[src/rtl/bp_cce_dir_wg_reader_if.sv]
// Command, directory-RAM and result bundle for the directory way-group reader.
// The slave modport is the reader's view; master is the controller/RAM side.
interface bp_cce_dir_wg_reader_if #(
    parameter int unsigned num_lce_p   = 8,
    parameter int unsigned lce_assoc_p = 8,
    parameter int unsigned num_wg_p    = 64,
    parameter int unsigned tag_width_p = 28
);
    localparam int unsigned coh_bits_lp     = 3;
    localparam int unsigned lg_num_lce_lp   = (num_lce_p > 1) ? $clog2(num_lce_p) : 1;
    localparam int unsigned lg_lce_assoc_lp = (lce_assoc_p > 1) ? $clog2(lce_assoc_p) : 1;
    localparam int unsigned lg_num_wg_lp    = (num_wg_p > 1) ? $clog2(num_wg_p) : 1;
    localparam int unsigned entry_width_lp  = tag_width_p + coh_bits_lp;
    localparam int unsigned row_width_lp    = lce_assoc_p * entry_width_lp;

    logic                                    rd_v_i;
    logic                                    ready_o;
    logic [lg_num_wg_lp-1:0]                 wg_i;
    logic [tag_width_p-1:0]                  tag_i;
    logic [lg_num_lce_lp-1:0]                req_lce_i;
    logic [lg_lce_assoc_lp-1:0]              lru_way_i;
    logic                                    clear_i;
    logic                                    ram_v_o;
    logic [lg_num_wg_lp+lg_num_lce_lp-1:0]   ram_addr_o;
    logic [row_width_lp-1:0]                 ram_data_i;
    logic                                    sharers_v_o;
    logic [num_lce_p-1:0]                    sharers_hits_o;
    logic [num_lce_p*lg_lce_assoc_lp-1:0]    sharers_ways_o;
    logic [num_lce_p*coh_bits_lp-1:0]        sharers_coh_states_o;
    logic [coh_bits_lp-1:0]                  lru_coh_state_o;
    logic [tag_width_p-1:0]                  lru_tag_o;
    logic                                    lru_cached_excl_flag_o;
    logic                                    lru_dirty_flag_o;
    logic                                    busy_o;

    modport slave (
        input  rd_v_i, wg_i, tag_i, req_lce_i, lru_way_i, clear_i, ram_data_i,
        output ready_o, ram_v_o, ram_addr_o, sharers_v_o, sharers_hits_o, sharers_ways_o,
               sharers_coh_states_o, lru_coh_state_o, lru_tag_o, lru_cached_excl_flag_o,
               lru_dirty_flag_o, busy_o
    );

    modport master (
        output rd_v_i, wg_i, tag_i, req_lce_i, lru_way_i, clear_i, ram_data_i,
        input  ready_o, ram_v_o, ram_addr_o, sharers_v_o, sharers_hits_o, sharers_ways_o,
               sharers_coh_states_o, lru_coh_state_o, lru_tag_o, lru_cached_excl_flag_o,
               lru_dirty_flag_o, busy_o
    );
endinterface

[src/rtl/bp_cce_dir_wg_reader.sv]
// Sequential directory way-group reader: streams one row per LCE out of the directory RAM,
// tag-compares every way and consolidates sharer hits/ways/states plus the LRU entry.
module bp_cce_dir_wg_reader #(
    parameter int unsigned num_lce_p   = 8,
    parameter int unsigned lce_assoc_p = 8,
    parameter int unsigned num_wg_p    = 64,
    parameter int unsigned tag_width_p = 28
) (
    input logic                   clk_i,
    input logic                   reset_i,
    bp_cce_dir_wg_reader_if.slave bus
);
    localparam int unsigned coh_bits_lp     = 3;
    localparam int unsigned lg_num_lce_lp   = (num_lce_p > 1) ? $clog2(num_lce_p) : 1;
    localparam int unsigned lg_lce_assoc_lp = (lce_assoc_p > 1) ? $clog2(lce_assoc_p) : 1;
    localparam int unsigned lg_num_wg_lp    = (num_wg_p > 1) ? $clog2(num_wg_p) : 1;
    localparam int unsigned entry_width_lp  = tag_width_p + coh_bits_lp;

    typedef enum logic [1:0] {StIdle, StRead, StDrain, StDone} state_e;

    state_e                               state_q, state_d;
    logic [lg_num_wg_lp-1:0]              wg_q;
    logic [tag_width_p-1:0]               tag_q;
    logic [lg_num_lce_lp-1:0]             req_lce_q;
    logic [lg_lce_assoc_lp-1:0]           lru_way_q;
    logic [lg_num_lce_lp-1:0]             cnt_q;
    logic                                 proc_v_q;
    logic [lg_num_lce_lp-1:0]             proc_lce_q;
    logic [num_lce_p-1:0]                 hits_q;
    logic [num_lce_p*lg_lce_assoc_lp-1:0] ways_q;
    logic [num_lce_p*coh_bits_lp-1:0]     states_q;
    logic [coh_bits_lp-1:0]               lru_state_q;
    logic [tag_width_p-1:0]               lru_tag_q;

    logic                                 ready;
    logic                                 accept;
    logic                                 row_hit;
    logic [lg_lce_assoc_lp-1:0]           row_way;
    logic [coh_bits_lp-1:0]               row_state;
    logic [entry_width_lp-1:0]            entry;
    logic [entry_width_lp-1:0]            lru_entry;

    assign ready  = (state_q == StIdle) || (state_q == StDone);
    assign accept = bus.rd_v_i && ready;

    always_comb begin
        state_d = state_q;
        unique case (state_q)
            StIdle:  if (bus.rd_v_i) state_d = StRead;
            StRead:  if (cnt_q == lg_num_lce_lp'(num_lce_p - 1)) state_d = StDrain;
            StDrain: state_d = StDone;
            StDone: begin
                // A new command takes priority over clear.
                if (bus.rd_v_i)       state_d = StRead;
                else if (bus.clear_i) state_d = StIdle;
            end
            default: state_d = StIdle;
        endcase
    end

    // Lowest-index hitting way wins if a row (illegally) holds several matches.
    always_comb begin
        row_hit   = 1'b0;
        row_way   = '0;
        row_state = '0;
        entry     = '0;
        for (int w = 0; w < int'(lce_assoc_p); w++) begin
            entry = bus.ram_data_i[w*entry_width_lp +: entry_width_lp];
            if (!row_hit && (entry[entry_width_lp-1 -: tag_width_p] == tag_q)
                && (entry[coh_bits_lp-1:0] != '0)) begin
                row_hit   = 1'b1;
                row_way   = lg_lce_assoc_lp'(w);
                row_state = entry[coh_bits_lp-1:0];
            end
        end
        lru_entry = bus.ram_data_i[lru_way_q*entry_width_lp +: entry_width_lp];
    end

    always_ff @(posedge clk_i) begin
        if (reset_i) begin
            state_q     <= StIdle;
            wg_q        <= '0;
            tag_q       <= '0;
            req_lce_q   <= '0;
            lru_way_q   <= '0;
            cnt_q       <= '0;
            proc_v_q    <= 1'b0;
            proc_lce_q  <= '0;
            hits_q      <= '0;
            ways_q      <= '0;
            states_q    <= '0;
            lru_state_q <= '0;
            lru_tag_q   <= '0;
        end else begin
            state_q    <= state_d;
            // RAM data lands one cycle after the read; track which LCE it belongs to.
            proc_v_q   <= (state_q == StRead);
            proc_lce_q <= cnt_q;
            if (proc_v_q) begin
                hits_q[proc_lce_q]                                     <= row_hit;
                ways_q[proc_lce_q*lg_lce_assoc_lp +: lg_lce_assoc_lp]  <= row_way;
                states_q[proc_lce_q*coh_bits_lp +: coh_bits_lp]        <= row_state;
                if (proc_lce_q == req_lce_q) begin
                    lru_tag_q   <= lru_entry[entry_width_lp-1 -: tag_width_p];
                    lru_state_q <= lru_entry[coh_bits_lp-1:0];
                end
            end
            if (accept) begin
                wg_q        <= bus.wg_i;
                tag_q       <= bus.tag_i;
                req_lce_q   <= bus.req_lce_i;
                lru_way_q   <= bus.lru_way_i;
                cnt_q       <= '0;
                hits_q      <= '0;
                ways_q      <= '0;
                states_q    <= '0;
                lru_state_q <= '0;
                lru_tag_q   <= '0;
            end else if (state_q == StRead) begin
                cnt_q <= cnt_q + lg_num_lce_lp'(1);
            end
        end
    end

    assign bus.ready_o                = ready;
    assign bus.busy_o                 = (state_q == StRead) || (state_q == StDrain);
    assign bus.ram_v_o                = (state_q == StRead);
    assign bus.ram_addr_o             = {wg_q, cnt_q};
    assign bus.sharers_v_o            = (state_q == StDone);
    assign bus.sharers_hits_o         = hits_q;
    assign bus.sharers_ways_o         = ways_q;
    assign bus.sharers_coh_states_o   = states_q;
    assign bus.lru_coh_state_o        = lru_state_q;
    assign bus.lru_tag_o              = lru_tag_q;
    // Bit 0 is the shared bit, bit 2 the dirty bit.
    assign bus.lru_cached_excl_flag_o = (lru_state_q != '0) && !lru_state_q[0];
    assign bus.lru_dirty_flag_o       = (lru_state_q != '0) && lru_state_q[2];
endmodule

[src/flat_wrapper.sv]
// flat-port wrapper written by rule: the top's interface ports become plain ports
module bp_cce_dir_wg_reader_flat 
#(
    parameter int unsigned num_lce_p   = 8,
    parameter int unsigned lce_assoc_p = 8,
    parameter int unsigned num_wg_p    = 64,
    parameter int unsigned tag_width_p = 28
)
  (clk_i, reset_i, bus_rd_v_i, bus_wg_i, bus_tag_i, bus_req_lce_i, bus_lru_way_i, bus_clear_i, bus_ram_data_i, bus_ready_o, bus_ram_v_o, bus_ram_addr_o, bus_sharers_v_o, bus_sharers_hits_o, bus_sharers_ways_o, bus_sharers_coh_states_o, bus_lru_coh_state_o, bus_lru_tag_o, bus_lru_cached_excl_flag_o, bus_lru_dirty_flag_o, bus_busy_o);
  bp_cce_dir_wg_reader_if #(.num_lce_p(num_lce_p), .lce_assoc_p(lce_assoc_p), .num_wg_p(num_wg_p), .tag_width_p(tag_width_p)) bus_i ();
  input logic clk_i;
  input logic reset_i;
  input wire logic [$bits(bus_i.rd_v_i)-1:0] bus_rd_v_i;
  input wire logic [$bits(bus_i.wg_i)-1:0] bus_wg_i;
  input wire logic [$bits(bus_i.tag_i)-1:0] bus_tag_i;
  input wire logic [$bits(bus_i.req_lce_i)-1:0] bus_req_lce_i;
  input wire logic [$bits(bus_i.lru_way_i)-1:0] bus_lru_way_i;
  input wire logic [$bits(bus_i.clear_i)-1:0] bus_clear_i;
  input wire logic [$bits(bus_i.ram_data_i)-1:0] bus_ram_data_i;
  output wire logic [$bits(bus_i.ready_o)-1:0] bus_ready_o;
  output wire logic [$bits(bus_i.ram_v_o)-1:0] bus_ram_v_o;
  output wire logic [$bits(bus_i.ram_addr_o)-1:0] bus_ram_addr_o;
  output wire logic [$bits(bus_i.sharers_v_o)-1:0] bus_sharers_v_o;
  output wire logic [$bits(bus_i.sharers_hits_o)-1:0] bus_sharers_hits_o;
  output wire logic [$bits(bus_i.sharers_ways_o)-1:0] bus_sharers_ways_o;
  output wire logic [$bits(bus_i.sharers_coh_states_o)-1:0] bus_sharers_coh_states_o;
  output wire logic [$bits(bus_i.lru_coh_state_o)-1:0] bus_lru_coh_state_o;
  output wire logic [$bits(bus_i.lru_tag_o)-1:0] bus_lru_tag_o;
  output wire logic [$bits(bus_i.lru_cached_excl_flag_o)-1:0] bus_lru_cached_excl_flag_o;
  output wire logic [$bits(bus_i.lru_dirty_flag_o)-1:0] bus_lru_dirty_flag_o;
  output wire logic [$bits(bus_i.busy_o)-1:0] bus_busy_o;
  assign bus_i.rd_v_i = bus_rd_v_i;
  assign bus_i.wg_i = bus_wg_i;
  assign bus_i.tag_i = bus_tag_i;
  assign bus_i.req_lce_i = bus_req_lce_i;
  assign bus_i.lru_way_i = bus_lru_way_i;
  assign bus_i.clear_i = bus_clear_i;
  assign bus_i.ram_data_i = bus_ram_data_i;
  assign bus_ready_o = bus_i.ready_o;
  assign bus_ram_v_o = bus_i.ram_v_o;
  assign bus_ram_addr_o = bus_i.ram_addr_o;
  assign bus_sharers_v_o = bus_i.sharers_v_o;
  assign bus_sharers_hits_o = bus_i.sharers_hits_o;
  assign bus_sharers_ways_o = bus_i.sharers_ways_o;
  assign bus_sharers_coh_states_o = bus_i.sharers_coh_states_o;
  assign bus_lru_coh_state_o = bus_i.lru_coh_state_o;
  assign bus_lru_tag_o = bus_i.lru_tag_o;
  assign bus_lru_cached_excl_flag_o = bus_i.lru_cached_excl_flag_o;
  assign bus_lru_dirty_flag_o = bus_i.lru_dirty_flag_o;
  assign bus_busy_o = bus_i.busy_o;
  bp_cce_dir_wg_reader #(.num_lce_p(num_lce_p), .lce_assoc_p(lce_assoc_p), .num_wg_p(num_wg_p), .tag_width_p(tag_width_p)) u_core (.clk_i(clk_i), .reset_i(reset_i), .bus(bus_i));
endmodule
[config.mk]
export PLATFORM = sky130hd
export DESIGN_NAME = bp_cce_dir_wg_reader_flat
export DESIGN_NICKNAME = d
export VERILOG_FILES = /design/src/rtl/bp_cce_dir_wg_reader_if.sv /design/src/rtl/bp_cce_dir_wg_reader.sv /design/src/flat_wrapper.sv
export SDC_FILE = /design/constraint.sdc
export NUM_CORES = 1
export LEC_CHECK = 0
export BUFFER_PORTS_ARGS = -buffer_cell sky130_fd_sc_hd__buf_2
export CAP_MARGIN = 5
export CORE_AREA = 2 2 151 153
export CTS_CLUSTER_DIAMETER = 60
export DETAILED_ROUTE_END_ITERATION = 8
export DIE_AREA = 0 0 153 155
export PLACE_DENSITY = 0.78
export SETUP_SLACK_MARGIN = 0.15
export SLEW_MARGIN = 10
export SYNTH_ARGS = -nofsm -noshare
export SYNTH_HDL_FRONTEND = slang
export SYNTH_SLANG_ARGS = --single-unit
[constraint.sdc]
create_clock -name clk_i -period 3.6 [get_ports clk_i]
set_input_delay 0.72 -clock clk_i [delete_from_list [all_inputs] [get_ports clk_i]]
set_output_delay 0.72 -clock clk_i [all_outputs]
set_load 0.02 [all_outputs]
== Word level (Yosys, flattened, before mapping) ==
Cells that the tools add are included.
Storage, ports and cells
  flip-flop bits (word level): 136
  input port bits: 292
  output and inout bits: 102
  logic and storage cells: 114
Cells by class
  add/subtract/negate cells: 2
  $mul: 2
  order comparisons: 2
  equal/unequal tests: 16
  shifts and indexed selects: 4
  mux-type cells: 33
  reduce and logical (&&, ||, !) cells: 42
Operators with widths (number)
  indexed part select 248 x 9 -> 31 bit: 1
  == test 28 bit: 8
  indexed part select 3 x 34 -> 24 bit: 2
  bitwise mux 24 bit: 2
  2-to-1 mux 3 bit: 12
  negation 5 -> 34 bit: 1
  variable shift 3 x 34 -> 24 bit, first input constant: 1
  nonzero test 3 bit: 9
  logical AND 1 bit: 19
  2-to-1 mux 2 bit: 6
  2-to-1 mux 1 bit: 10
  bitwise mux 8 bit: 1
  logical NOT 1 bit: 8
  multiplier 3 x 5 -> 8 bit, second input constant: 1
  case mux 2 bit (4 select lines): 1
  multiplier 3 x 2 -> 5 bit, second input constant: 1
  == test 2 bit, second input constant: 2
  less-than comparator 3 x 4 -> 1 bit, second input constant: 1
  adder 3 x 1 -> 3 bit, second input constant: 1
  demux 1 bit (select 3 bit): 1
  == test 3 bit: 1
  == test 3 bit, second input constant: 1
  greater-or-equal comparator 3 x 1 -> 1 bit, second input constant: 1
  inequality test 3 bit, second input constant: 1
  8 further kinds: 9

== Longest topological paths before layout ==
  depth after elaboration: 33
  mapped depth: 10
  gate-level depth less buffers: 9

== Least setup slack after synthesis ==
OpenSTA, ideal clock, no wires.
  path kind: input to register
  start point: in bus_ram_data_i[128]
  end point: reg u_core.states_q[11], in the netlist u_core.bus.sharers_coh_states_o[11]
  library setup time: 0.117 ns
  arrival time: 2.804 ns
  required time: 3.483 ns
  slack: 0.679 ns
  cell stages on the path: 9
  path buffers: 0
  cells stage by stage: xnor2_4 -> nand2_1 -> or3b_4 -> nor4_4 -> nor3_2 -> a222oi_1 -> a221oi_2 -> or2_4 -> a32o_1
On the way
  word-level cells in the longest chain between the ends: 18
  elaborated cells between the ends (all ways): 21
  those cells by class: eq/ne: 1; shift: 1; mux: 8; reduce/logical: 11
RTL lines
  start: declaration: RTL line flat_wrapper.sv:19  | input wire logic [$bits(bus_i.ram_data_i)-1:0] bus_ram_data_i;
  == test 28 bit (*): RTL line bp_cce_dir_wg_reader.sv:69  | if (!row_hit && (entry[entry_width_lp-1 -: tag_width_p] == tag_q)
  logical AND 1 bit (*): RTL line bp_cce_dir_wg_reader.sv:69
  logical AND 1 bit (*): RTL line bp_cce_dir_wg_reader.sv:70  | && (entry[coh_bits_lp-1:0] != '0)) begin
  2-to-1 mux 1 bit: RTL line bp_cce_dir_wg_reader.sv:69
  logical NOT 1 bit: RTL line bp_cce_dir_wg_reader.sv:69
  logical AND 1 bit: RTL line bp_cce_dir_wg_reader.sv:69
  logical AND 1 bit: RTL line bp_cce_dir_wg_reader.sv:70
  2-to-1 mux 1 bit: RTL line bp_cce_dir_wg_reader.sv:69
  (+2 left out)
  logical AND 1 bit: RTL line bp_cce_dir_wg_reader.sv:70
  2-to-1 mux 1 bit: RTL line bp_cce_dir_wg_reader.sv:69
  logical NOT 1 bit: RTL line bp_cce_dir_wg_reader.sv:69
  logical AND 1 bit: RTL line bp_cce_dir_wg_reader.sv:69
  logical AND 1 bit: RTL line bp_cce_dir_wg_reader.sv:70
  2-to-1 mux 3 bit (*): RTL line bp_cce_dir_wg_reader.sv:69
  indexed part select 3 x 34 -> 24 bit (*): RTL line bp_cce_dir_wg_reader.sv:102  | states_q[proc_lce_q*coh_bits_lp +: coh_bits_lp] <= row_state;
  bitwise mux 24 bit (*): RTL line bp_cce_dir_wg_reader.sv:102
  end signal: indexed assignment: RTL line bp_cce_dir_wg_reader.sv:102
  end: declaration: RTL line bp_cce_dir_wg_reader.sv:31  | logic [num_lce_p*coh_bits_lp-1:0] states_q;
Every way passes the cells marked *; elsewhere a longest branch is shown, timed or not.
A chain may end at the register's enable or synchronous reset.

== Final worst setup path ==
  start point: reg u_core.tag_q[5]
  end point: reg u_core.states_q[11], in the netlist u_core.bus.sharers_coh_states_o[11]
On the way
  word-level cells in the longest chain between the ends: 33
  elaborated cells between the ends (all ways): 47
  those cells by class: eq/ne: 8; shift: 1; mux: 16; reduce/logical: 22
RTL lines
  start: declaration: RTL line bp_cce_dir_wg_reader.sv:23  | logic [tag_width_p-1:0] tag_q;
  start signal: assignment: RTL line bp_cce_dir_wg_reader.sv:110  | tag_q <= bus.tag_i;
  == test 28 bit: RTL line bp_cce_dir_wg_reader.sv:69
  logical AND 1 bit: RTL line bp_cce_dir_wg_reader.sv:70
  2-to-1 mux 1 bit: RTL line bp_cce_dir_wg_reader.sv:69
  logical NOT 1 bit: RTL line bp_cce_dir_wg_reader.sv:69
  logical AND 1 bit: RTL line bp_cce_dir_wg_reader.sv:69
  logical AND 1 bit: RTL line bp_cce_dir_wg_reader.sv:70
  2-to-1 mux 1 bit: RTL line bp_cce_dir_wg_reader.sv:69
  logical NOT 1 bit: RTL line bp_cce_dir_wg_reader.sv:69
  (+17 left out)
  logical AND 1 bit: RTL line bp_cce_dir_wg_reader.sv:70
  2-to-1 mux 1 bit: RTL line bp_cce_dir_wg_reader.sv:69
  logical NOT 1 bit: RTL line bp_cce_dir_wg_reader.sv:69
  logical AND 1 bit: RTL line bp_cce_dir_wg_reader.sv:69
  logical AND 1 bit: RTL line bp_cce_dir_wg_reader.sv:70
  2-to-1 mux 3 bit (*): RTL line bp_cce_dir_wg_reader.sv:69
  indexed part select 3 x 34 -> 24 bit (*): RTL line bp_cce_dir_wg_reader.sv:102
  bitwise mux 24 bit (*): RTL line bp_cce_dir_wg_reader.sv:102
Marked as above.

==> flow_summary.html <==
<table>
<tr><th>Metric</th><th>Value</th></tr>
<tr><th colspan="2">Outcome</th></tr>
<tr><td>Run status</td><td>complete, no violations</td></tr>
<tr><th colspan="2">STA</th></tr>
<tr><td>Fmax</td><td>303.9 MHz</td></tr>
<tr><td>Unrepaired setup endpoints after global routing</td><td>false</td></tr>
<tr><td>Worst slew margin</td><td>35.26%</td></tr>
<tr><td>Slew @ Worst Pin</td><td>967.5 ps</td></tr>
<tr><td>Count of pins over their slew limit</td><td>0</td></tr>
<tr><td>Final clock skew</td><td>between 10 and 15 ps</td></tr>
<tr><td>Endpoints failing setup</td><td>0</td></tr>
<tr><td>Setup TNS</td><td>0 ps</td></tr>
<tr><td>Final Hold Fails</td><td>0</td></tr>
<tr><td>Post-route fraction of the period consumed by the critical path</td><td>91.42%</td></tr>
<tr><td>Minimum clock period</td><td>3291 ps</td></tr>
<tr><th colspan="2">Logic synthesis</th></tr>
<tr><td>Netlist cell types</td><td>65</td></tr>
<tr><td>Instance count of the mapped netlist</td><td>approximately 1200</td></tr>
<tr><td>Number of enable-type register cells in the synthesized netlist</td><td>0</td></tr>
<tr><td>Async set-reset flop share out of synthesis</td><td>0%</td></tr>
<tr><td>Most used flip-flop cell after synthesis</td><td>sky130_fd_sc_hd__dfxtp_1</td></tr>
<tr><td>Number of warnings issued by yosys</td><td>0</td></tr>
<tr><td>Netlist Area Pre-Place</td><td>10520 um2</td></tr>
<tr><td>Average instance area after synthesis</td><td>8.971 um2</td></tr>
<tr><td>Mapped Nets</td><td>1474</td></tr>
<tr><td>Sequential share of the synthesized area</td><td>between 20 and 30%</td></tr>
<tr><td>Register bit total from synthesis</td><td>136</td></tr>
<tr><th colspan="2">Setup path</th></tr>
<tr><td>Required time reported for the critical path endpoint</td><td>3920 ps</td></tr>
<tr><td>Arr. time, crit path</td><td>3610 ps</td></tr>
<tr><td>Type of the worst setup path</td><td>register to register</td></tr>
<tr><td>Endpoint type of the worst setup path</td><td>register</td></tr>
<tr><td>Largest fanout on the critical path</td><td>6</td></tr>
<tr><td>Type of origin of the critical path</td><td>register</td></tr>
<tr><th colspan="2">Global routing</th></tr>
<tr><td>Met1 track utilization from global routing</td><td>53.78%</td></tr>
<tr><td>Global Route Usage Sum</td><td>between 40% and 50%</td></tr>
<tr><td>Number of global-route vias before repair</td><td>~12000</td></tr>
<tr><td>GR Overflow Total</td><td>0</td></tr>
<tr><td>Antenna violations before repair</td><td>4</td></tr>
<tr><td>Global-route wire length before repair</td><td>74.13 mm</td></tr>
<tr><td>Largest net degree at the start of global routing</td><td>63</td></tr>
<tr><td>Met2 demand-to-capacity share in global routing</td><td>between 60% and 70%</td></tr>
<tr><td>Met3 Use GR</td><td>10.70%</td></tr>
<tr><td>Global route hottest layer</td><td>met2</td></tr>
<tr><th colspan="2">Die</th></tr>
<tr><td>Site row count</td><td>55</td></tr>
<tr><td>Die boundary height</td><td>roughly 160 um</td></tr>
<tr><td>Die area</td><td>23720 um2</td></tr>
<tr><td>Initial Util</td><td>47.34%</td></tr>
<tr><td>Core footprint</td><td>approximately 22000 um2</td></tr>
<tr><td>Top-Level Pins</td><td>394</td></tr>
<tr><td>DIE WIDTH</td><td>153 um</td></tr>
<tr><th colspan="2">Drt</th></tr>
<tr><td>Average wire length per cell after detail routing</td><td>27.20 um</td></tr>
<tr><td>Iteration-0 DRC Markers</td><td>1344</td></tr>
<tr><td>Via density per instance</td><td>6.218</td></tr>
<tr><td>DR vias</td><td>11620</td></tr>
<tr><td>DRT Wirelength</td><td>approximately 50 mm</td></tr>
<tr><td>Number of nets with antenna violations after detailed routing</td><td>0</td></tr>
<tr><td>Detailed-route DRC error count</td><td>0</td></tr>
<tr><td>Number of detailed-route iterations in the first pass</td><td>9</td></tr>
<tr><th colspan="2">CTS</th></tr>
<tr><td>Root Driver</td><td>sky130_fd_sc_hd__clkbuf_16</td></tr>
<tr><td>Clock insertion delay at the later pin of the skew report</td><td>440 ps</td></tr>
<tr><td>Number of buffers inserted to repair setup after CTS</td><td>0</td></tr>
<tr><td>Maximum clock insertion buffer count</td><td>2</td></tr>
<tr><td>CTS sink cnt</td><td>136</td></tr>
<tr><td>Hold Buf Count CTS</td><td>0</td></tr>
<tr><td>CTS H-tree lvls</td><td>4</td></tr>
<tr><td>CTS Buf Count</td><td>17</td></tr>
<tr><td>TritonCTS clock tree</td><td>built</td></tr>
<tr><td>CTS resizes</td><td>0</td></tr>
<tr><td>CTS clock-pin slew for the worst setup and hold paths</td><td>around 60 ps</td></tr>
<tr><th colspan="2">Placement</th></tr>
<tr><td>Number of port buffers</td><td>approximately 400</td></tr>
<tr><td>RePlAce Congestion</td><td>1.067</td></tr>
<tr><td>Post-DP HPWL</td><td>42.56 mm</td></tr>
<tr><th colspan="2">Cells and area</th></tr>
<tr><td>Layout net count</td><td>1869</td></tr>
<tr><td>Layout overhead on the synthesized area</td><td>28.64%</td></tr>
<tr><td>Leading cell types in the layout, fill and taps excluded</td><td>sky130_fd_sc_hd__buf_2 (393), sky130_fd_sc_hd__xor2_1 (183), sky130_fd_sc_hd__nand2_1 (134)</td></tr>
<tr><td>Share of layout cells above drive strength 1</td><td>approximately 37%</td></tr>
<tr><td>Most common library cell in the layout ignoring fill and taps</td><td>sky130_fd_sc_hd__buf_2</td></tr>
<tr><th colspan="2">Power and ir drop</th></tr>
<tr><td>Leakage component of the power</td><td>5.928 nW</td></tr>
<tr><td>Pwr Density</td><td>527.4 nW/um2</td></tr>
<tr><td>Sum of internal, switching and leakage power</td><td>0.007139 W</td></tr>
<tr><td>Peak supply drop</td><td>0.8909 mV</td></tr>
<tr><th colspan="2">Hold path</th></tr>
<tr><td>Class of the most critical hold timing path</td><td>register to register</td></tr>
<tr><th colspan="2">Run</th></tr>
<tr><td>Max-cap viol count</td><td>0</td></tr>
</table>
==> logic make-up (layout without fill, tap and decap cells) <==
family | count (synthesis) | after routing | share of synthesized area, %
muxes | 112 | 112 | 18.06
AOI/OAI and AO/OA | 140 | 140 | 9.001
adders and majority gates | 9 | 9 | 1.070
and+or+nand+nor | 449 | 449 | 21.68
other | 0 | 3 | 0
DFF | 136 | 136 | 25.87
buffers and inverters | 95 | 503 | 4.578
xor gates and xnor gates | 232 | 232 | 19.74
==> Yosys cell counts, types with 3 or more instances <==
library cell / count / area, um2
sky130_fd_sc_hd__or2_2: 3 / 18.77
sky130_fd_sc_hd__buf_6: 6 / 67.56
sky130_fd_sc_hd__xnor2_1: 46 / 402.9
sky130_fd_sc_hd__xor2_1: 183 / 1603
sky130_fd_sc_hd__a32o_1: 9 / 90.09
sky130_fd_sc_hd__mux2_2: 3 / 33.78
sky130_fd_sc_hd__nand2b_1: 8 / 50.05
sky130_fd_sc_hd__nand4b_1: 4 / 35.03
sky130_fd_sc_hd__nand4_1: 34 / 212.7
sky130_fd_sc_hd__dfxtp_1: 136 / 2723
sky130_fd_sc_hd__nand2_1: 134 / 503.0
sky130_fd_sc_hd__clkbuf_1: 50 / 187.7
sky130_fd_sc_hd__mux4_2: 62 / 1396
sky130_fd_sc_hd__nand3_1: 25 / 125.1
sky130_fd_sc_hd__mux2i_1: 47 / 470.5
sky130_fd_sc_hd__nor2b_1: 9 / 56.30
sky130_fd_sc_hd__nor4b_1: 5 / 43.79
sky130_fd_sc_hd__a21oi_1: 58 / 290.3
sky130_fd_sc_hd__inv_1: 11 / 41.29
sky130_fd_sc_hd__o2bb2ai_1: 3 / 26.28
sky130_fd_sc_hd__buf_1: 6 / 22.52
sky130_fd_sc_hd__or3_1: 5 / 31.28
sky130_fd_sc_hd__o22ai_1: 6 / 37.54
sky130_fd_sc_hd__nor3_1: 34 / 170.2
sky130_fd_sc_hd__a32oi_1: 3 / 26.28
sky130_fd_sc_hd__o21ai_0: 5 / 25.02
sky130_fd_sc_hd__nor2_1: 90 / 337.8
sky130_fd_sc_hd__and2_1: 3 / 18.77
sky130_fd_sc_hd__a211oi_1: 40 / 300.3
sky130_fd_sc_hd__nor4_1: 71 / 444.2
sky130_fd_sc_hd__ha_1: 9 / 112.6
sky130_fd_sc_hd__buf_4: 21 / 157.7
sky130_fd_sc_hd__nand3b_1: 6 / 45.04
==> critical path: stages (launching register included) <==
cell and delay (ps):
sky130_fd_sc_hd__dfxtp_1 610, sky130_fd_sc_hd__xnor2_1 270, sky130_fd_sc_hd__nand4_1 150, sky130_fd_sc_hd__or4b_1 540, sky130_fd_sc_hd__nor4_1 300, sky130_fd_sc_hd__nand4_1 240
sky130_fd_sc_hd__nor4b_4 470, sky130_fd_sc_hd__a221oi_2 80, sky130_fd_sc_hd__or2_4 300, sky130_fd_sc_hd__a32o_1 210
==> routing by layer <==
metal,share of wire [%],vias up,wire (um)
li1,-,5073,-
met4,5.2,0,2645
met2,45,817,22950
met5,0,-,0
met3,11,162,5749
met1,38,5569,19490
==> where the power goes <==
part / internal (W) / switching [W] / total (W)
registers: 0.00168 / 0.000366 / 0.00205
clock network: 0.000933 / 0.000839 / 0.00177
logic: 0.00130 / 0.00202 / 0.00332
==> sequential cells by signal, summed over array words and instances (netlist names) <==
signal,flops
u_core.state_q,2
u_core.bus.sharers_ways_o,24
u_core.bus.sharers_hits_o,8
u_core.bus.lru_tag_o,28
u_core.req_lce_q,3
u_core.bus.sharers_coh_states_o,24
u_core.proc_v_q,1
u_core.cnt_q,3
u_core.wg_q,6
u_core.proc_lce_q,3
u_core.tag_q,28
u_core.bus.lru_coh_state_o,3
u_core.lru_way_q,3
==> worst paths after layout <==
kind	start	cells after the start	slack [ps]	to
setup / recovery	u_core.tag_q[5]	9	310	u_core.bus.sharers_coh_states_o[11]
hold / removal	u_core.wg_q[5]	2	450	u_core.wg_q[5]
setup reg to reg	u_core.tag_q[5]	9	310	u_core.bus.sharers_coh_states_o[11]
hold reg to reg	u_core.wg_q[5]	2	450	u_core.wg_q[5]
==> stage by stage <==
step | instances | hold WS (ps) | utilization (%) | setup WS, ps | instance area [um2]
final | 1869 | 453.4 | 60.90 | 308.9 | 13540
after global routing | 1869 | 472.2 | 60.90 | 165.2 | 13540
after CTS | 1866 | 452.5 | 60.81 | 299.3 | 13520
after detailed placement | 1834 | 444.0 | 58.22 | 80.07 | 12940
after global placement | 1834 | 438.2 | 58.22 | 124.2 | 12940
after floorplan | 1173 | 448.1 | - | 678.7 | 10520
==> area by class of cell <==
cell class / instances / area, um2
Fill cell: 1989 / 8691
Multi-Input combinational cell: 942 / 7340
Clock buffer: 18 / 439.2
Sequential cell: 136 / 2733
Timing Repair Buffer: 460 / 2482
Clock inverter: 14 / 137.6
Antenna cell: 3 / 7.507
Inverter: 11 / 41.29
Tap cell: 285 / 356.6
(Power assumes the default switching activity.)
